===== config.mk =====
export PLATFORM = sky130hd
export DESIGN_NAME = dmem_ctrl_flat
export DESIGN_NICKNAME = d
export VERILOG_FILES = /design/src/rtl/dmem_ctrl_pkg.sv /design/src/rtl/dmem_ctrl_if.sv /design/src/rtl/dmem_load_align.sv /design/src/rtl/dmem_ctrl.sv /design/src/flat_wrapper.sv
export SDC_FILE = /design/constraint.sdc
export NUM_CORES = 1
export LEC_CHECK = 0
export BUFFER_PORTS_ARGS = -buffer_cell sky130_fd_sc_hd__buf_4
export CAP_MARGIN = 20
export CORE_AREA = 2 2 120 122
export CTS_CLUSTER_SIZE = 20
export DETAILED_ROUTE_END_ITERATION = 10
export DIE_AREA = 0 0 122 124
export GPL_TIMING_DRIVEN = 0
export PLACE_DENSITY_LB_ADDON = 0.08
export SLEW_MARGIN = 20
export SYNTH_ARGS = -nofsm -noshare
export SYNTH_HDL_FRONTEND = slang
export SYNTH_HIERARCHICAL = 1
export SYNTH_SLANG_ARGS = --single-unit

===== constraint.sdc =====
create_clock -name clk -period 3.3 [get_ports clk]
set_clock_uncertainty 0.15 [all_clocks]
set_input_delay 0.165 -clock clk [delete_from_list [all_inputs] [get_ports clk]]
set_output_delay 0.165 -clock clk [all_outputs]
set_load 0.02 [all_outputs]

===== src/rtl/dmem_ctrl_pkg.sv =====
// Shared encodings and store-lane helpers for the data-memory access controller.
package dmem_ctrl_pkg;

    typedef enum logic [1:0] {
        SIZE_B = 2'b00,
        SIZE_H = 2'b01,
        SIZE_W = 2'b10
    } size_e;

    typedef enum logic {
        OWN_CORE = 1'b0,
        OWN_DMA  = 1'b1
    } owner_e;

    typedef struct packed {
        logic       valid;
        owner_e     owner;
        logic [1:0] off;
        size_e      size;
        logic       uns;
    } rsp_t;

    function automatic logic [3:0] store_strobe(input size_e size, input logic [1:0] off);
        case (size)
            SIZE_B:  return 4'b0001 << off;
            SIZE_H:  return off[1] ? 4'b1100 : 4'b0011;
            default: return 4'b1111;
        endcase
    endfunction

    // Narrow stores replicate the datum across every lane; the strobe picks the live one.
    function automatic logic [31:0] store_data(input size_e size, input logic [31:0] wdata);
        case (size)
            SIZE_B:  return {4{wdata[7:0]}};
            SIZE_H:  return {2{wdata[15:0]}};
            default: return wdata;
        endcase
    endfunction

endpackage


===== src/rtl/dmem_ctrl_if.sv =====
// Core, DMA and RAM signal bundle for dmem_ctrl; slave is the controller view.
interface dmem_ctrl_if #(parameter int AW = 32);

    logic          core_req_i;
    logic          core_we_i;
    logic [AW-1:0] core_addr_i;
    logic [31:0]   core_wdata_i;
    logic [1:0]    core_size_i;
    logic          core_unsigned_i;
    logic          core_gnt_o;
    logic          core_stall_o;
    logic          core_err_o;
    logic          core_rvalid_o;
    logic [31:0]   core_rdata_o;

    logic          dma_req_i;
    logic          dma_we_i;
    logic [AW-1:0] dma_addr_i;
    logic [31:0]   dma_wdata_i;
    logic          dma_gnt_o;
    logic          dma_rvalid_o;
    logic [31:0]   dma_rdata_o;

    logic          ram_ce_o;
    logic          ram_we_o;
    logic [AW-1:0] ram_addr_o;
    logic [31:0]   ram_wdata_o;
    logic [3:0]    ram_wstrb_o;
    logic [31:0]   ram_rdata_i;

    modport slave (
        input  core_req_i, core_we_i, core_addr_i, core_wdata_i, core_size_i, core_unsigned_i,
        output core_gnt_o, core_stall_o, core_err_o, core_rvalid_o, core_rdata_o,
        input  dma_req_i, dma_we_i, dma_addr_i, dma_wdata_i,
        output dma_gnt_o, dma_rvalid_o, dma_rdata_o,
        output ram_ce_o, ram_we_o, ram_addr_o, ram_wdata_o, ram_wstrb_o,
        input  ram_rdata_i
    );

    modport master (
        output core_req_i, core_we_i, core_addr_i, core_wdata_i, core_size_i, core_unsigned_i,
        input  core_gnt_o, core_stall_o, core_err_o, core_rvalid_o, core_rdata_o,
        output dma_req_i, dma_we_i, dma_addr_i, dma_wdata_i,
        input  dma_gnt_o, dma_rvalid_o, dma_rdata_o,
        input  ram_ce_o, ram_we_o, ram_addr_o, ram_wdata_o, ram_wstrb_o,
        output ram_rdata_i
    );

endinterface


===== src/rtl/dmem_load_align.sv =====
// Load return path: shift the RAM word down to the addressed lane, then mask and extend.
module dmem_load_align
    import dmem_ctrl_pkg::*;
(
    input  logic [31:0] rdata,
    input  logic [1:0]  off,
    input  size_e       size,
    input  logic        uns,
    output logic [31:0] data
);

    logic [31:0] shifted;

    assign shifted = rdata >> {off, 3'b000};

    always_comb begin
        data = shifted;
        case (size)
            SIZE_B:  data = {{24{~uns & shifted[7]}}, shifted[7:0]};
            SIZE_H:  data = {{16{~uns & shifted[15]}}, shifted[15:0]};
            default: data = shifted;
        endcase
    end

endmodule


===== src/rtl/dmem_ctrl.sv =====
// Data-memory access controller: core/DMA arbitration, store lanes, load alignment.
// Define DMEM_CTRL_DMA_EN to build the DMA port and its starvation counter.
module dmem_ctrl
    import dmem_ctrl_pkg::*;
#(
    parameter int AW         = 32,
    parameter int STARVE_MAX = 4
)(
    input logic         clk,
    input logic         rstn,
    dmem_ctrl_if.slave  bus
);

    size_e         core_size;
    logic          core_mis;
    logic          core_gnt;
    logic          core_acc;
    logic          dma_win;
    logic          ram_ce;
    logic          ram_we;
    logic [AW-1:0] ram_addr;
    logic [31:0]   ram_wdata;
    logic [3:0]    ram_wstrb;
    rsp_t          rsp;
    rsp_t          rsp_next;
    logic [31:0]   load_data;

    assign core_size = size_e'(bus.core_size_i);

    always_comb begin
        case (core_size)
            SIZE_B:  core_mis = 1'b0;
            SIZE_H:  core_mis = bus.core_addr_i[0];
            default: core_mis = |bus.core_addr_i[1:0];
        endcase
    end

`ifdef DMEM_CTRL_DMA_EN
    localparam int CNT_W = $clog2(STARVE_MAX + 1);

    logic [CNT_W-1:0] starve_cnt;
    logic             starved;
    logic             unused_dma;

    assign starved    = (starve_cnt == CNT_W'(STARVE_MAX));
    assign dma_win    = bus.dma_req_i & (~bus.core_req_i | starved);
    assign unused_dma = ^bus.dma_addr_i[1:0];

    // NOTE: sequential state is updated with <= only, so every flop samples pre-edge values.
    always_ff @(posedge clk or negedge rstn) begin
        if (!rstn) begin
            starve_cnt <= '0;
        end else if (!bus.dma_req_i || dma_win) begin
            starve_cnt <= '0;
        end else if (!starved) begin
            starve_cnt <= starve_cnt + 1'b1;
        end
    end
`else
    logic unused_dma;

    assign dma_win    = 1'b0;
    assign unused_dma = ^{bus.dma_req_i, bus.dma_we_i, bus.dma_addr_i, bus.dma_wdata_i, STARVE_MAX[0]};
`endif

    // A misaligned core access is still granted; it burns the slot without touching the RAM.
    assign core_gnt = bus.core_req_i & ~dma_win;
    assign core_acc = core_gnt & ~core_mis;
    assign ram_ce   = dma_win | core_acc;

    // NOTE: every always_comb output gets a default first, otherwise idle paths infer latches.
    always_comb begin
        ram_we    = 1'b0;
        ram_addr  = '0;
        ram_wdata = '0;
        ram_wstrb = '0;
`ifdef DMEM_CTRL_DMA_EN
        if (dma_win) begin
            ram_we   = bus.dma_we_i;
            ram_addr = {bus.dma_addr_i[AW-1:2], 2'b00};
            if (bus.dma_we_i) begin
                ram_wdata = bus.dma_wdata_i;
                ram_wstrb = 4'b1111;
            end
        end else
`endif
        if (core_acc) begin
            ram_we   = bus.core_we_i;
            ram_addr = {bus.core_addr_i[AW-1:2], 2'b00};
            if (bus.core_we_i) begin
                ram_wdata = store_data(core_size, bus.core_wdata_i);
                ram_wstrb = store_strobe(core_size, bus.core_addr_i[1:0]);
            end
        end
    end

    always_comb begin
        rsp_next       = '0;
        rsp_next.valid = ram_ce & ~ram_we;
        rsp_next.owner = dma_win ? OWN_DMA : OWN_CORE;
        rsp_next.off   = dma_win ? 2'b00 : bus.core_addr_i[1:0];
        rsp_next.size  = dma_win ? SIZE_W : core_size;
        rsp_next.uns   = ~dma_win & bus.core_unsigned_i;
    end

    // NOTE: clearing valid on reset is what drops an in-flight read; the other fields are reset too for clean outputs.
    always_ff @(posedge clk or negedge rstn) begin
        if (!rstn) begin
            rsp <= '0;
        end else begin
            rsp <= rsp_next;
        end
    end

    dmem_load_align u_load_align (
        .rdata (bus.ram_rdata_i),
        .off   (rsp.off),
        .size  (rsp.size),
        .uns   (rsp.uns),
        .data  (load_data)
    );

    assign bus.core_gnt_o    = core_gnt;
    assign bus.core_stall_o  = bus.core_req_i & ~core_gnt;
    assign bus.core_err_o    = core_gnt & core_mis;
    assign bus.core_rvalid_o = rsp.valid & (rsp.owner == OWN_CORE);
    assign bus.core_rdata_o  = bus.core_rvalid_o ? load_data : 32'h0;

`ifdef DMEM_CTRL_DMA_EN
    assign bus.dma_gnt_o    = dma_win;
    assign bus.dma_rvalid_o = rsp.valid & (rsp.owner == OWN_DMA);
    assign bus.dma_rdata_o  = bus.dma_rvalid_o ? load_data : 32'h0;
`else
    assign bus.dma_gnt_o    = 1'b0;
    assign bus.dma_rvalid_o = 1'b0;
    assign bus.dma_rdata_o  = 32'h0;
`endif

    assign bus.ram_ce_o    = ram_ce;
    assign bus.ram_we_o    = ram_we;
    assign bus.ram_addr_o  = ram_addr;
    assign bus.ram_wdata_o = ram_wdata;
    assign bus.ram_wstrb_o = ram_wstrb;

endmodule


===== src/flat_wrapper.sv =====
// flat-port wrapper written by rule: the top's interface ports become plain ports
module dmem_ctrl_flat import dmem_ctrl_pkg::*;
#(
    parameter int AW         = 32,
    parameter int STARVE_MAX = 4
)
  (clk, rstn, bus_core_req_i, bus_core_we_i, bus_core_addr_i, bus_core_wdata_i, bus_core_size_i, bus_core_unsigned_i, bus_core_gnt_o, bus_core_stall_o, bus_core_err_o, bus_core_rvalid_o, bus_core_rdata_o, bus_dma_req_i, bus_dma_we_i, bus_dma_addr_i, bus_dma_wdata_i, bus_dma_gnt_o, bus_dma_rvalid_o, bus_dma_rdata_o, bus_ram_ce_o, bus_ram_we_o, bus_ram_addr_o, bus_ram_wdata_o, bus_ram_wstrb_o, bus_ram_rdata_i);
  dmem_ctrl_if #(.AW(AW)) bus_i ();
  input logic clk;
  input logic rstn;
  input wire logic [$bits(bus_i.core_req_i)-1:0] bus_core_req_i;
  input wire logic [$bits(bus_i.core_we_i)-1:0] bus_core_we_i;
  input wire logic [$bits(bus_i.core_addr_i)-1:0] bus_core_addr_i;
  input wire logic [$bits(bus_i.core_wdata_i)-1:0] bus_core_wdata_i;
  input wire logic [$bits(bus_i.core_size_i)-1:0] bus_core_size_i;
  input wire logic [$bits(bus_i.core_unsigned_i)-1:0] bus_core_unsigned_i;
  output wire logic [$bits(bus_i.core_gnt_o)-1:0] bus_core_gnt_o;
  output wire logic [$bits(bus_i.core_stall_o)-1:0] bus_core_stall_o;
  output wire logic [$bits(bus_i.core_err_o)-1:0] bus_core_err_o;
  output wire logic [$bits(bus_i.core_rvalid_o)-1:0] bus_core_rvalid_o;
  output wire logic [$bits(bus_i.core_rdata_o)-1:0] bus_core_rdata_o;
  input wire logic [$bits(bus_i.dma_req_i)-1:0] bus_dma_req_i;
  input wire logic [$bits(bus_i.dma_we_i)-1:0] bus_dma_we_i;
  input wire logic [$bits(bus_i.dma_addr_i)-1:0] bus_dma_addr_i;
  input wire logic [$bits(bus_i.dma_wdata_i)-1:0] bus_dma_wdata_i;
  output wire logic [$bits(bus_i.dma_gnt_o)-1:0] bus_dma_gnt_o;
  output wire logic [$bits(bus_i.dma_rvalid_o)-1:0] bus_dma_rvalid_o;
  output wire logic [$bits(bus_i.dma_rdata_o)-1:0] bus_dma_rdata_o;
  output wire logic [$bits(bus_i.ram_ce_o)-1:0] bus_ram_ce_o;
  output wire logic [$bits(bus_i.ram_we_o)-1:0] bus_ram_we_o;
  output wire logic [$bits(bus_i.ram_addr_o)-1:0] bus_ram_addr_o;
  output wire logic [$bits(bus_i.ram_wdata_o)-1:0] bus_ram_wdata_o;
  output wire logic [$bits(bus_i.ram_wstrb_o)-1:0] bus_ram_wstrb_o;
  input wire logic [$bits(bus_i.ram_rdata_i)-1:0] bus_ram_rdata_i;
  assign bus_i.core_req_i = bus_core_req_i;
  assign bus_i.core_we_i = bus_core_we_i;
  assign bus_i.core_addr_i = bus_core_addr_i;
  assign bus_i.core_wdata_i = bus_core_wdata_i;
  assign bus_i.core_size_i = bus_core_size_i;
  assign bus_i.core_unsigned_i = bus_core_unsigned_i;
  assign bus_core_gnt_o = bus_i.core_gnt_o;
  assign bus_core_stall_o = bus_i.core_stall_o;
  assign bus_core_err_o = bus_i.core_err_o;
  assign bus_core_rvalid_o = bus_i.core_rvalid_o;
  assign bus_core_rdata_o = bus_i.core_rdata_o;
  assign bus_i.dma_req_i = bus_dma_req_i;
  assign bus_i.dma_we_i = bus_dma_we_i;
  assign bus_i.dma_addr_i = bus_dma_addr_i;
  assign bus_i.dma_wdata_i = bus_dma_wdata_i;
  assign bus_dma_gnt_o = bus_i.dma_gnt_o;
  assign bus_dma_rvalid_o = bus_i.dma_rvalid_o;
  assign bus_dma_rdata_o = bus_i.dma_rdata_o;
  assign bus_ram_ce_o = bus_i.ram_ce_o;
  assign bus_ram_we_o = bus_i.ram_we_o;
  assign bus_ram_addr_o = bus_i.ram_addr_o;
  assign bus_ram_wdata_o = bus_i.ram_wdata_o;
  assign bus_ram_wstrb_o = bus_i.ram_wstrb_o;
  assign bus_i.ram_rdata_i = bus_ram_rdata_i;
  dmem_ctrl #(.AW(AW), .STARVE_MAX(STARVE_MAX)) u_core (.clk(clk), .rstn(rstn), .bus(bus_i));
endmodule

# After elaboration in Yosys (flattened, before gate mapping)
# Index checks and enable logic that the tools add are counted.
# W data, S select, Z words.
[classes]
n_addsub = 0
n_mul = 0
div = 0
n_lt_le_gt_ge = 0
eq_ne = 2
shift = 2
mux = 12
bitwise = 8
n_reduce_logical = 3
[op_table]
columns = ["op", "count"]
rows = [
  ["$mux W32", 4],
  ["$pmux W32 S2", 2],
  ["$shr A32 B5 Y32", 1],
  ["$mux W4", 3],
  ["$pmux W4 S2", 1],
  ["$and A1 B1 Y1", 5],
  ["$eq A2 B1 Y1 const B", 2],
  ["$logic_not A2 Y1", 2],
  ["$shl A1 B2 Y4 const A", 1],
  ["$not A1 Y1", 3],
  ["$pmux W1 S2", 1],
  ["$reduce_or A2 Y1", 1],
  ["$mux W1", 1],
]
[word_totals]
reg_bits = 6
latchBits = 0
ramBits = 0
mem_bits_ro = 0
in_bits = 169
output_inout_bits = 140
word_cells = 31
mem_count = 0

# Logic depth before layout (Yosys ltp)
[depth]
depth_word = 7
ltp_mapped = 6
mapped_depth_nobuf = 4

# By module
# The synthesis kept the hierarchy.
[by_module_without_submodules]
columns = ["mod", "n_inst", "cells_each", "area_each_um2", "seq_area_each_um2"]
rows = [
  ["dmem_ctrl", 1, 217, 1496.4, 150.1],
  ["dmem_load_align", 1, 103, 768.2, 0.0],
]

# Least setup slack after synthesis
# No wires, ideal clock.
[synth_path]
path_type = "register -> output"
start = "register u_core/rsp[4] (netlist name)"
end = "output port bus_core_rdata_o[22]"
arrival_time_ps = 1477
t_required_ps = 2985
path_slack_ps = 1508
path_stages_with_launch = 7
path_buffers = 2
path_cell_list = "dfrtp_1 -> buf_6 -> mux2_4 -> o221ai_4 -> buf_6 -> o22ai_1 -> and2_1"
[synth_via]
elab_chain_cells = 4
elab_cells_between_ends = 5
classes_between = "shift: 1; mux: 2; bitwise: 2"
[synth_rtl]
columns = ["item", "line", "rtl"]
rows = [
  ["from (decl)", "dmem_ctrl.sv:24", "rsp_t rsp;"],
  ["from (signal assigned)", "dmem_ctrl.sv:111", "rsp <= rsp_next;"],
  ["$shr A32 B5 Y32 *", "dmem_load_align.sv:14", "assign shifted = rdata >> {off, 3'b000};"],
  ["$and A1 B1 Y1, on equally long branches", "dmem_load_align.sv:20, dmem_load_align.sv:19", ""],
  ["$pmux W32 S2 *", "dmem_load_align.sv:18", "case (size)"],
  ["named net u_core.load_data[22]", "dmem_ctrl.sv:26", "logic [31:0] load_data;"],
  ["$mux W32 *", "dmem_ctrl.sv:127", "assign bus.core_rdata_o = bus.core_rvalid_o ? load_data : 32'h0;"],
  ["to (decl)", "flat_wrapper.sv:21", "output wire logic [$bits(bus_i.core_rdata_o)-1:0] bus_core_rdata_o;"],
]
# The timed path passes the listed nets; every way through them passes the cells marked *.

# Worst setup path in the final report
[layout_path]
start = "input port bus_core_size_i[1]"
end = "output port bus_ram_wdata_o[13]"
[layout_via]
elab_chain_cells = 5
elab_cells_between_ends = 8
classes_between = "eq/ne: 1; mux: 4; bitwise: 2; reduce/logical: 1"
[layout_rtl]
columns = ["item", "line", "rtl"]
rows = [
  ["from (decl)", "flat_wrapper.sv:15", "input wire logic [$bits(bus_i.core_size_i)-1:0] bus_core_size_i;"],
  ["$eq A2 B1 Y1 / $logic_not A2 Y1 (equally long branches)", "dmem_ctrl_pkg.sv:33, dmem_ctrl.sv:31", ""],
  ["$pmux W1 S2", "dmem_ctrl.sv:31", "case (core_size)"],
  ["$not A1 Y1", "dmem_ctrl.sv:68", "assign core_acc = core_gnt & ~core_mis;"],
  ["$and A1 B1 Y1", "dmem_ctrl.sv:68", ""],
  ["$mux W32 *", "dmem_ctrl.sv:87", "if (core_acc) begin"],
  ["to (decl)", "flat_wrapper.sv:32", "output wire logic [$bits(bus_i.ram_wdata_o)-1:0] bus_ram_wdata_o;"],
]
# Every way passes the cells marked *; elsewhere a longest branch is shown, timed or not.

==> flow_summary.toml <==
[run_status]
status = "completed"

[clock_tree]
numCtsBuffers = 3
h-tree-depth = 1
cts_tree = "built"
cts_setup_buffers = 0
cts_sinks = 6
path_clk_slew_ns = 0.03
clock_path_buffers = 2
cts_root_buffer = "clkbuf_16"

[sta]
finalHoldViolations = 0
fmax_ghz = 0.4255
report.final.slew_viol_count = 0
relSlewSlack_pct = 58.77
period_minus_slack_ns = 2.350
rsz0062_at_grt = "no"
fin_crit_sh_pct = 71.22
finalSetupViolCount = 0
tns_ns = 0
worst_pin_slew_ns = 0.6162

[min_path]
hold_path.class = "in -> async"

[logic_synthesis]
synthArstFlopShare_pct = 100.0
synth_top_area_cell = "and2_1"
yosys_warnings = 6
syn_avg_cell_area_sq_um = 7.077
yosysTopAreaCellShare_pct = 19.34
yosysMostFrequentCell = "and2_1"
ys.flop_type = "dfrtp_1"
synth_seq_cells = 6
syn_area_sq_um = 2265
yosysSeqAreaShare_pct = 6.630
synth-edff-count = 0
yosys-top-cells-area = "and2_1, buf_4, mux2i_1"
synthCells = 320
synthTopCellsByCount = "and2_1, buf_4, nand2_1"
ys_types = 36

[route]
drt_wl_total_mm = 10.43
dr.pass1.iters = 4
dr_total_vias = 2968
wire_per_inst_um = 13.89
postRouteAntennaNets = 0
drc = 0
dr.first_iter.drc_count = 85
via_per_inst = 3.952

[finish]
fill_cells = 1563
fin_util_pct = 31.41
diodes = 0
largest_register = "u_core/rsp"
largestRegisters = "u_core/rsp x6"
layout-drive-gt1-share_pct = 52.01
syn2layout_area_growth_pct = 90.28
nets = 742
largest_reg_flops = 6
fin_cells = 751

[worst_setup_path]
critPathRequiredTime_ns = 2.98
worstSetupPathType = "in -> out"
worst_setup_path_start_kind = "input port"
endpoint_kind = "output port"
startpoint = "bus_core_size_i[1]"
critPathArrivalTime_ns = 2.04
crit_fanout = 10

[global_route]
overflow = 0
grtUsageMet2_pct = 23.53
grt_max_degree = 11
grtUsageMet3_pct = 2.610
busiest_layer = "met2"
grt_pass1_vias = 2902
grt_pass1_wl_mm = 15.16
grt_usage_pct = 12.77
grt_antenna_before_repair = 0
met1_usage_pct = 15.01

[floorplan]
die_w_um = 122
io_pins = 309
core_area_sq_um = 13720
fp-row-count = 43
start_util_pct = 16.51
die_h_um = 124
dieArea_sq_um = 15130

[placement]
dp_hpwl_mm = 8.914
dp_cells = 741
io_buffers = 205
gp_congestion = 0.7651

[pwr]
power_density_nw_per_um2 = 188.8
p_leak_nw = 2.264
ir_worst_vdd_mv = 0.1195

[run]
max_cap_violations = 0
-- path summary, 6_finish.rpt --
kind | end
max in group asynchronous | u_core/rsp[4]
min | u_core/rsp[1]
min in group clk | u_core/rsp[6]
max | bus_ram_wdata_o[13]
-- cell type report --
type	count	area, sq um	share of cell area, %
Timing Repair Buffer	212	1609	37.34
Clock buffer	3	75.07	1.742
Buffer	61	425.4	9.872
Inverter	2	7.507	0.1742
Sequential cell	6	150.1	3.484
Multi-Input combinational cell	287	1817	42.16
Tap cell	180	225.2	5.226
-- placed cells by master (no fill, tap or decap), types with 9 or more instances in the layout --
cell type,synthesis,final
and2_1,70,70
nor2_1,12,12
a21oi_1,28,28
conb_1,1,37
a21oi_2,12,12
mux2_2,9,9
buf_4,40,245
mux2i_1,24,24
nor2b_1,10,10
or2_2,9,9
nand2_1,34,34
-- stage by stage --
stage	setup WS [ns]	hold WS [ns]	area, sq um	power, W
after floorplan	1.508	-0.2806	2400	0.0003928
after global placement	1.217	-0.1768	4164	0.0006202
after detailed placement	1.224	-0.1761	4164	0.0006195
after CTS	0.8852	0.1601	4309	0.0008219
after global routing	0.7011	0.1570	4309	0.0008708
final	0.9497	0.1490	4309	0.0008134
-- critical path, stage by stage --
cell and delay, ns:
dlygate4sd3_1 0.54, buf_4 0.15, buf_2 0.21, nor2_1 0.52, nand2_1 0.15, a21oi_2 0.14
buf_4 0.15
-- kinds of logic after synthesis --
family	count (synthesis)	synth area share [%]
other	1	0.1656
AO/OA/AOI/OAI	70	22.32
multiplexers	35	16.41
AND/OR/NAND/NOR	143	34.59
flip-flops	6	6.630
XOR/XNOR	2	0.7736
buffers and inverters	63	19.12
-- what timing repair did --
| item | CTS | global route |
|---|---|---|
| hold endpoints to repair | 12 | 0 |
| setup endpoints to repair | 0 | 0 |
| hold buffers | 7 | 0 |
| gates resized for setup | 0 | 0 |
-- report_power, final --
group	leakage [nW]	switching, W	internal (W)
logic	2.16	0.000277	0.000264
registers	0.0717	0.00000352	0.0000778
clock network	0.0370	0.0000367	0.000155
total	2.26	0.000317	0.000497
-- metal layers --
layer,wire (um),share of wire (%),up-vias
met4,144,1.4,0
met1,4045,39,1321
met5,0,0,-
met2,5393,52,135
met3,848,8.1,8
li1,-,-,1504
No activity file was read; power rests on OpenSTA's default activity.
